`config.mk`:
```
export PLATFORM = sky130hd
export DESIGN_NAME = cliff_game_seq
export DESIGN_NICKNAME = d
export VERILOG_FILES = /design/src/rtl/cliff_game_seq.sv
export SDC_FILE = /design/constraint.sdc
export NUM_CORES = 1
export LEC_CHECK = 0
export ABC_AREA = 1
export BUFFER_PORTS_ARGS = -buffer_cell sky130_fd_sc_hd__buf_2
export CAP_MARGIN = 40
export CORE_ASPECT_RATIO = 0.75
export CORE_MARGIN = 10
export CORE_UTILIZATION = 50
export CTS_CLUSTER_DIAMETER = 150
export DETAILED_ROUTE_END_ITERATION = 16
export GPL_TIMING_DRIVEN = 0
export PLACE_DENSITY = 0.76
export SLEW_MARGIN = 20
export SYNTH_ARGS = -nofsm -noshare
export SYNTH_HDL_FRONTEND = slang
export SYNTH_SLANG_ARGS = --single-unit
export TNS_END_PERCENT = 20
```
`constraint.sdc`:
```
create_clock -name clk -period 1.9 [get_ports clk]
set_input_delay 0.38 -clock clk [delete_from_list [all_inputs] [get_ports clk]]
set_output_delay 0.38 -clock clk [all_outputs]
set_load 0.1 [all_outputs]
```
`src/rtl/cliff_game_seq.sv`:
```
// cliff_game_seq: sequencing controller for the cliff game datapath.
//
// It owns the game FSM (IDLE / RUN / LOST), the speed-dependent move tick,
// the position of the 3-wide people group, the cliff boundary decode, lose
// detection and scoring. Everything runs on a single clock domain, clk.
//
// Ports
//   clk, reset         clock; asynchronous active-high reset
//   start_p            start / abort pulse
//   left_p, right_p    move (IDLE) or direction (RUN) pulses
//   up_p, down_p       speed up / down pulses (saturating 0..2)
//   edge_hi, edge_lo   left / right cliff depth
//   led                people | boundaries
//   state              0=IDLE 1=RUN 2=LOST
//   speed, score, lose status outputs
//
// Optional build macro: CLIFF_BLINK_EN. When it is defined, the people bits
// blink in LOST with a half-period of TICK_FAST.
module cliff_game_seq #(
  parameter int unsigned TICK_SLOW = 50000000,
  parameter int unsigned TICK_MED  = 12500000,
  parameter int unsigned TICK_FAST = 5000000,
  parameter int unsigned START_IDX = 7
) (
  input  logic        clk,
  input  logic        reset,
  input  logic        start_p,
  input  logic        left_p,
  input  logic        right_p,
  input  logic        up_p,
  input  logic        down_p,
  input  logic [2:0]  edge_hi,
  input  logic [2:0]  edge_lo,
  output logic [15:0] led,
  output logic [1:0]  state,
  output logic [1:0]  speed,
  output logic [15:0] score,
  output logic        lose
);

  localparam int CW = $clog2(TICK_SLOW + 1);

  typedef enum logic [1:0] {IDLE = 2'd0, RUN = 2'd1, LOST = 2'd2} state_e;
  typedef enum logic [1:0] {STOP = 2'd0, LEFT = 2'd1, RIGHT = 2'd2} dir_e;

  state_e        state_q, state_d;
  dir_e          dir_q, dir_d;
  logic [3:0]    pos_q, pos_d;
  logic [1:0]    speed_q, speed_d;
  logic [15:0]   score_q, score_d;
  logic [CW-1:0] cnt_q, cnt_d;

  logic [4:0]    hi, lo;
  logic          lose_cond;
  logic          blink;

  function automatic logic [CW-1:0] period_m1(input logic [1:0] s);
    case (s)
      2'd0:    return CW'(TICK_SLOW - 1);
      2'd1:    return CW'(TICK_MED - 1);
      default: return CW'(TICK_FAST - 1);
    endcase
  endfunction

  // Lose check on the registered position; edges may change at any time.
  assign hi        = 5'd15 - {2'b00, edge_hi};
  assign lo        = {2'b00, edge_lo};
  assign lose_cond = ({1'b0, pos_q} >= hi) || ({1'b0, pos_q} <= lo);

  // State register
  always_ff @(posedge clk or posedge reset) begin
    if (reset) begin
      state_q <= IDLE;
      dir_q   <= STOP;
      pos_q   <= 4'(START_IDX);
      speed_q <= 2'd0;
      score_q <= 16'd0;
      cnt_q   <= CW'(TICK_SLOW - 1);
    end else begin
      state_q <= state_d;
      dir_q   <= dir_d;
      pos_q   <= pos_d;
      speed_q <= speed_d;
      score_q <= score_d;
      cnt_q   <= cnt_d;
    end
  end

  // Next-state logic
  always_comb begin
    state_d = state_q;
    dir_d   = dir_q;
    pos_d   = pos_q;
    score_d = score_q;
    cnt_d   = cnt_q;

    // Speed is live in every state; a new period only takes effect at reload.
    speed_d = speed_q;
    if (up_p) begin
      if (speed_q < 2'd2) speed_d = speed_q + 2'd1;
    end else if (down_p) begin
      if (speed_q != 2'd0) speed_d = speed_q - 2'd1;
    end

    case (state_q)
      IDLE: begin
        if (start_p) begin
          state_d = RUN;
          dir_d   = STOP;
          score_d = 16'd0;
          cnt_d   = period_m1(speed_q);
        end else if (left_p) begin
          if (pos_q < 4'd14) pos_d = pos_q + 4'd1;
        end else if (right_p) begin
          if (pos_q > 4'd1) pos_d = pos_q - 4'd1;
        end
      end
      RUN: begin
        // Losing freezes everything, including a tick due this cycle.
        if (lose_cond) begin
          state_d = LOST;
        end else if (start_p) begin
          state_d = IDLE;
          pos_d   = 4'(START_IDX);
          dir_d   = STOP;
        end else begin
          if (left_p)       dir_d = LEFT;
          else if (right_p) dir_d = RIGHT;
          if (cnt_q == '0) begin
            cnt_d = period_m1(speed_q);
            if (dir_q != STOP) begin
              if (dir_q == LEFT && pos_q != 4'd15) pos_d = pos_q + 4'd1;
              if (dir_q == RIGHT && pos_q != 4'd0) pos_d = pos_q - 4'd1;
              if (score_q != 16'hFFFF) score_d = score_q + 16'd1;
            end
          end else begin
            cnt_d = cnt_q - CW'(1);
          end
        end
      end
      LOST: begin
        if (start_p) begin
          state_d = IDLE;
          pos_d   = 4'(START_IDX);
          dir_d   = STOP;
        end
      end
      default: state_d = IDLE;
    endcase
  end

`ifdef CLIFF_BLINK_EN
  localparam int BW = $clog2(TICK_FAST + 1);
  logic          blink_q;
  logic [BW-1:0] bcnt_q;

  // Free-running half-period counter, restarted on every entry into LOST.
  always_ff @(posedge clk or posedge reset) begin
    if (reset) begin
      blink_q <= 1'b0;
      bcnt_q  <= BW'(TICK_FAST - 1);
    end else if (state_q != LOST) begin
      blink_q <= 1'b0;
      bcnt_q  <= BW'(TICK_FAST - 1);
    end else if (bcnt_q == '0) begin
      blink_q <= ~blink_q;
      bcnt_q  <= BW'(TICK_FAST - 1);
    end else begin
      bcnt_q  <= bcnt_q - BW'(1);
    end
  end
  assign blink = blink_q;
`else
  assign blink = 1'b0;
`endif

  // Output logic
  logic [16:0] ppl_w;
  always_comb begin
    // Shift one position wider and drop bit 0 so pos=0 and pos=15 clip cleanly.
    ppl_w = 17'h7 << pos_q;
    led   = (blink ? 16'h0000 : ppl_w[16:1])
          | (16'h8000 >> edge_hi) | (16'h0001 << edge_lo);
    state = state_q;
    speed = speed_q;
    score = score_q;
    lose  = (state_q == LOST);
  end

endmodule

```
**Word-level counts from Yosys, hierarchy flattened**

Index checks and enable logic that the tools add are counted.

- Register bits after elaboration: 52
- Input bits: 13
- Output and inout port bits: 37
- Word-level logic and storage cells: 107

- Add/subtract/negate cells: 7
- Order comparisons: 5
- Eq/ne operators: 24
- Shift operators: 3
- Muxes and demuxes: 40
- Bitwise gates (word level): 2
- Reduce and logical (&&, ||, !) cells: 20

Operator list:

| cell | number |
|---|---|
| 26-bit 2-to-1 mux | 4 |
| 26-bit case mux with 2 select lines | 2 |
| 16-bit 2-to-1 mux | 6 |
| 4-bit 2-to-1 mux | 12 |
| 16-bit bitwise OR | 2 |
| 16-bit case mux with 2 select lines | 1 |
| 26-bit logical NOT | 1 |
| 26-bit by 1-bit subtractor with 26-bit output (second input constant) | 1 |
| 2-bit 2-to-1 mux | 12 |
| 3-bit by 4-bit left shift with 17-bit output (first input constant) | 1 |
| 16-bit by 1-bit adder with 16-bit output (second input constant) | 1 |
| 16-bit inequality test (second input constant) | 1 |
| 2-bit inequality test (second input constant) | 8 |
| 1-bit by 3-bit left shift with 16-bit output (first input constant) | 1 |
| 16-bit by 3-bit right shift with 16-bit output (first input constant) | 1 |
| 3-bit inequality test (second input constant) | 5 |
| 4-bit inequality test (second input constant) | 3 |
| 4-bit case mux with 3 select lines | 1 |
| 2-bit nonzero test | 6 |
| 10-bit AND reduction | 1 |
| 4-bit AND reduction | 2 |
| 7-bit AND reduction | 1 |
| 2-bit by 1-bit == test with 1-bit output (second input constant) | 3 |
| 2-bit case mux with 3 select lines | 1 |
| other kinds (20) | 24 |

**Depth between registers and ports, before layout**

Gate-level depths: netlist of the first run.

- Depth after elaboration: 9
- Gate-level depth with buffers: 16
- Gate-level depth less buffers: 14

**Worst setup path after synthesis of the first run**

No wires, ideal clock.

- Path kind: input to output
- Start point: input edge_hi[0]
- End point: output led[12]
- Arrival time: 2.766 ns
- Required time: 1.520 ns
- Setup slack: -1.246 ns
- Stages on the path: 2
- Path buffers: 0
- Cells stage by stage: inv_1 o32ai_1

- Cells in the longest elaborated chain, start to end: 3

Ends and longest elaborated chain:

| what | line | RTL |
|---|---|---|
| start: declaration | 32 | `input logic [2:0] edge_hi,` |
| 16-bit by 3-bit right shift with 16-bit output | 183 | `\| (16'h8000 >> edge_hi) \| (16'h0001 << edge_lo);` |
| 16-bit bitwise OR (2 in series) | 183 |  |
| end: declaration | 34 | `output logic [15:0] led,` |

No other way between the ends.

**Final worst setup path of the first run**

- Start point: register pos_q[0]
- End point: output led[2]

- Cells in the longest elaborated chain, start to end: 3

Ends and longest elaborated chain:

| what | line | RTL |
|---|---|---|
| start: declaration | 48 | `logic [3:0] pos_q, pos_d;` |
| start signal: assignment | 75 | `pos_q <= 4'(START_IDX);` |
| start signal: assignment | 82 | `pos_q <= pos_d;` |
| 3-bit by 4-bit left shift with 17-bit output | 181 | `ppl_w = 17'h7 << pos_q;` |
| 16-bit bitwise OR (2 in series) | 183 |  |

No other way between the ends.

==> reports/results.tsv, run 1 <==
metric	value	unit
Critical R2R Launch	pos_q[0]	
min Tclk post-route	2.42	ns
syn_nets	666	
Syn Inst Count	627	
RSZ-0062 raised after global routing	yes	
R2R Setup Slk	-0.47	ns
Pre-antenna DRT Iters	5	
routed len/inst	15.9	um
Final TNS setup	-21.99	ns
pre-CTS setup slack	-0.527	ns
largest net degree at the start of global routing	53	
# IOs	50	
gr usage total	19.2	%
Buf/Inv on CP	4	
pwr dens	1820	nW/um2
Core ar.	8380	um2
CP Launch Type	register	
leakage	2.69	nW
worst hold slack	0.182	ns
fin area	5620	um2
synthesis-to-finish area growth	32.4	%
Peak VDD IR	0.00138	V
FF-to-FF path depth	16	
Final nets	741	
I/O Buffers	49	
status	finished, violations left	
GPL Wtd Cong	0.878	
Critical Path Start	pos_q[0]	
Post-DP HPWL	8.58	mm
worst setup margin	-0.523	ns
crit-path max FO	5	
Hold WC Path Type	input port to async pin	
Residual DRC	0	
critical path arrival	2.04	ns
die height	99.8	um
commonest non-fill, non-tap cell in the layout	nand2_1	
Routed WL	12.9	mm
final hold vios	0	
Crit-path slowest cell	dfstp_2	
clock tree buffer depth	2	
Post-synth EDFFs	0	
syn_area_per_cell	6.77	um2
CP Class	register to output port	
grt ovf	0	
post-synthesis sequential area ratio	31.3	%
number of nets still failing antenna checks after routing	0	
reg-to-reg endpoint	score[12]	
end point of the critical path	led[2]	
# H-tree levels	2	
Final Setup Violations	64	
CP top delay family	buffers and inverters	
Crit path depth	7	
skew final	0.00548	ns
Slew Viols, Final	0	
Post-synth top flop	dfrtp_1	
CTS root buf	clkbuf_16	
CTS tree	done	
clock latency on the worst-skew pair	0.30	ns
commonest cells after routing, fill and taps aside	162 x nand2_1, 68 x inv_1, 60 x nand3_1	
Final Cycle Share	128	%
Yosys cell types	38	
# rows	29	
CTS Hold Bufs	0	
CTS Buf Count	5	
Req. time, crit path	1.52	ns
initial antenna violation count	1	
total number of yosys warnings	0	
dpl cell area	4820	um2
layout cells sized above 1	29.9	%
clk sink count	52	
asr flop ratio synth	100	%
Vias	4498	
Vias/cell	5.54	
vias in the first global route	4197	
die width	126	um
die area	12600	um2
max_slew headroom	56.5	%
CP cell instances	clkinvlp_4 -> ha_4 -> inv_4 -> ha_4 -> inv_4 -> o22ai_4 -> buf_12	
violated checks	setup timing	
1st-iter DRT viols	413	
first-pass GRT wire length	20.4	mm
worst-margin pin slew	0.653	ns
Initial Util	50.7	%
Largest stage delay, worst path	0.57	ns
Post-Syn Area	4250	um2
#FFs+latches synth	52	
FMAX	0.413	GHz
clock slew seen by the registers of the worst setup and hold paths	0.07	ns
CP endpoint kind	output port	
max cap viols	0	
[worst min path at each step]
stage / from / endpoint / slack [ns] / cells past startpoint
2_1_floorplan: cnt_q[2] / cnt_q[2] / 0.46 / 2
3_3_place_gp: cnt_q[2] / cnt_q[2] / 0.47 / 2
3_5_place_dp: pos_q[0] / pos_q[0] / 0.48 / 2
4_1_cts: reset / cnt_q[16] / 0.21 / 2
5_1_grt: reset / cnt_q[18] / 0.24 / 2
6_report: reset / cnt_q[18] / 0.18 / 2
[where the power goes]
part / switching (W) / total, W / internal [W]
Combinational: 0.00481 / 0.00731 / 0.00250
Clock: 0.000413 / 0.000940 / 0.000527
Sequential: 0.000394 / 0.00200 / 0.00160
Total: 0.00562 / 0.0102 / 0.00463
[final cells by class]
type | count | area, um2
inverter | 87 | 345
antenna | 1 | 2.50
timing repair buffer | 68 | 616
clock buffer | 8 | 146
sequential | 52 | 1330
buffer | 16 | 151
tap | 108 | 135
multi-input combinational | 472 | 2900
fill | 641 | 2760
[cells in the mapped netlist, types with 4 or more instances]
cell type | number | share of area (%)
nand2_1 | 174 | 15
inv_1 | 83 | 7.3
nor2_1 | 63 | 5.6
nand3_1 | 62 | 7.3
o21ai_0 | 37 | 4.4
dfrtp_1 | 31 | 18
ha_1 | 26 | 7.7
dfstp_2 | 21 | 13
xor2_1 | 21 | 4.3
o22ai_1 | 12 | 1.8
nand4_1 | 10 | 1.5
o21ai_2 | 10 | 2.1
a21oi_1 | 8 | 0.94
nor3_1 | 8 | 0.94
nand2_2 | 7 | 1.0
clkbuf_1 | 5 | 0.44
or2_2 | 5 | 0.74
buf_2 | 4 | 0.47
inv_2 | 4 | 0.35
nor2_2 | 4 | 0.59
o21ai_1 | 4 | 0.47
[per-layer routing]
layer	up-vias	global-route usage, %	wire length [um]
li1	2169	-	-
met1	2080	25.3	5720
met2	202	29.5	5870
met3	47	3.95	819
met4	0	9.17	512
met5	-	0	0
[timing repair]
item | CTS | global route
endpoints found under the hold margin | 0 | 0
setup buffers | 13 | 4
gates cloned | 0 | 2
pin swaps | 5 | 10
setup endpoints to repair | 65 | 67
gates resized for setup | 98 | 53
[state kept, by name, indices dropped and copies added (netlist names)]
name / flops
speed: 2
score: 16
cnt_q: 26
pos_q: 4
dir_q: 2
state: 2
[metrics by stage]
step	std cells	utilization, %	total power [W]
floorplan	627	-	0.00646
global placement	784	57.4	0.00745
detailed placement	784	57.5	0.00759
CTS	805	64.3	0.00948
global route	812	67.1	0.0109
finish	812	67.1	0.0102
[cell families (layout without fill, tap and decap cells)]
logic type / count (synthesis) / in the layout / synth area share (%)
AOI/OAI and AO/OA: 80 / 80 / 11.3
adders and majority gates: 26 / 26 / 7.66
other: 0 / 1 / 0
buffers and inverters: 103 / 179 / 9.93
and+or+nand+nor: 344 / 344 / 35.4
DFF: 52 / 52 / 31.3
xor gates and xnor gates: 22 / 22 / 4.54
[worst register-to-register path, delay by kind of cell (launching register included)]
| family | cells | cell delay (ns) |
|---|---|---|
| AO/OA/AOI/OAI | 1 | 0.05 |
| flip-flops | 1 | 0.57 |
| adder cells (fa/ha/maj) | 1 | 0.32 |
| buffers and inverters | 5 | 0.67 |
| AND/OR/NAND/NOR | 9 | 0.66 |
Power figures use the tool's default switching activity.
==> inputs of run 2 (changes only) <==
PLACE_DENSITY = 0.73   (was 0.76)
SKIP_LAST_GASP = 1   (was unset)
==> run 2 against run 1 <==
Compared with the run above:
- the flow still finishes with violations (setup timing)
- via count is 2.5% higher
- global-route usage is 0.089 points lower
- clock skew is 0.0022 ns lower
- critical path type unchanged
==> reports/results.tsv, run 2 (synthesis gave the netlist of run 1 again) <==
metric	value	unit
CTS tree	done	
Slew Viols, Final	0	
status	finished, violations left	
# IOs	50	
synthesis-to-finish area growth	34.5	%
Initial Util	50.7	%
leakage	2.73	nW
clock latency on the worst-skew pair	0.30	ns
die width	126	um
1st-iter DRT viols	409	
number of nets still failing antenna checks after routing	0	
violated checks	setup timing	
dpl cell area	4820	um2
Final nets	754	
worst-margin pin slew	0.649	ns
fin area	5710	um2
Peak VDD IR	0.00163	V
GPL Wtd Cong	0.896	
CTS root buf	clkbuf_16	
CP Launch Type	register	
I/O Buffers	49	
Residual DRC	0	
critical path arrival	1.93	ns
Vias	4609	
final hold vios	0	
CP cell instances	clkbuf_2 -> nand2_1 -> o221ai_4 -> buf_6	
diode count	0	
# rows	29	
min Tclk post-route	2.31	ns
overall power	0.0105	W
Hold WC Path Type	input port to async pin	
layout cells sized above 1	30.3	%
max cap viols	0	
largest net degree at the start of global routing	53	
pwr dens	1850	nW/um2
Pre-antenna DRT Iters	6	
Routed WL	13.4	mm
RSZ-0062 raised after global routing	yes	
worst hold slack	0.168	ns
# fillers	611	
crit-path max FO	10	
skew final	0.00328	ns
Layout Utilization	68.1	%
Req. time, crit path	1.52	ns
clock slew seen by the registers of the worst setup and hold paths	0.07	ns
FMAX	0.433	GHz
register bank with the most flops	cnt_q	
Final Cycle Share	121	%
clk sink count	52	
worst setup margin	-0.408	ns
Largest stage delay, worst path	0.53	ns
Post-Layout Cell Count	824	
Final Setup Violations	64	
die height	99.8	um
routed len/inst	16.3	um
commonest cells after routing, fill and taps aside	169 x nand2_1, 68 x inv_1, 59 x nor2_1, 59 x nand3_1, 35 x buf_2	
Post-DP HPWL	8.48	mm
CP endpoint kind	output port	
grt ovf	0	
CTS Buf Count	5	
gr usage total	19.1	%
max_slew headroom	56.8	%
Crit-path slowest cell	dfrtp_1	
cell count after placement	784	
first-pass GRT wire length	20.3	mm
initial antenna violation count	0	
max FFs per register	26	
commonest non-fill, non-tap cell in the layout	nand2_1	
# H-tree levels	2	
Vias/cell	5.59	
vias in the first global route	4232	
CP Class	register to output port	
clock tree buffer depth	2	
die area	12600	um2
Core ar.	8380	um2
run 2: path summary, 6_finish.rpt:
kind	start	to	slack (ns)	depth (start not counted)
max in group asynchronous	reset	state[0]	1.27	2
min in group clk	up_p	speed[1]	0.36	3
hold / removal	reset	score[3]	0.17	2
hold reg to reg	cnt_q[2]	cnt_q[2]	0.48	2
setup reg to reg	pos_q[1]	pos_q[2]	-0.26	11
setup / recovery	pos_q[3]	led[7]	-0.41	4
run 2: layout make-up:
type / count / area (um2) / share of cell area (%)
plain buffers: 16 / 158 / 2.76
well taps: 108 / 135 / 2.37
multi-input cells: 472 / 2860 / 50.0
inverters: 87 / 355 / 6.22
flip-flops and latches: 52 / 1330 / 23.3
clock buffers: 8 / 146 / 2.56
repair buffers: 81 / 729 / 12.8
run 2: routing by layer:
metal / vias up / wire, um / global-route usage [%]
met3: 61 / 954 / 4.53
met4: 0 / 524 / 7.51
li1: 2189 / - / -
met5: - / 0 / 0
met2: 210 / 6280 / 30.9
met1: 2149 / 5650 / 24.1
run 2: repair_timing:
| action | CTS | global route |
|---|---|---|
| resized for setup | 91 | 32 |
| hold endpoints to repair | 0 | 0 |
| pin swaps | 8 | 7 |
| hold buffers | 0 | 0 |
| gates cloned | 0 | 2 |
| setup endpoints to repair | 66 | 67 |
| setup buffers | 17 | 13 |
run 2: power by group:
part | switching [W] | total, W | internal, W
combinational | 0.00488 | 0.00759 | 0.00271
sequential | 0.000403 | 0.00201 | 0.00160
clock | 0.000417 | 0.000945 | 0.000527
total | 0.00570 | 0.0105 | 0.00484
run 2: stage by stage:
step                TNS, ns  worst slack, ns
floorplan            -16.00           -0.615
global placement     -33.97           -0.619
detailed placement   -21.52           -0.520
CTS                   -9.72           -0.251
global route         -17.37           -0.398
finish               -11.67           -0.408
run 2: worst max-delay path: cells and delay by family, from the launching register on:
family	cells	cell delay, ns
buffers and inverters	2	0.74
and+or+nand+nor	1	0.22
DFF	1	0.53
AOI/OAI and AO/OA	1	0.13
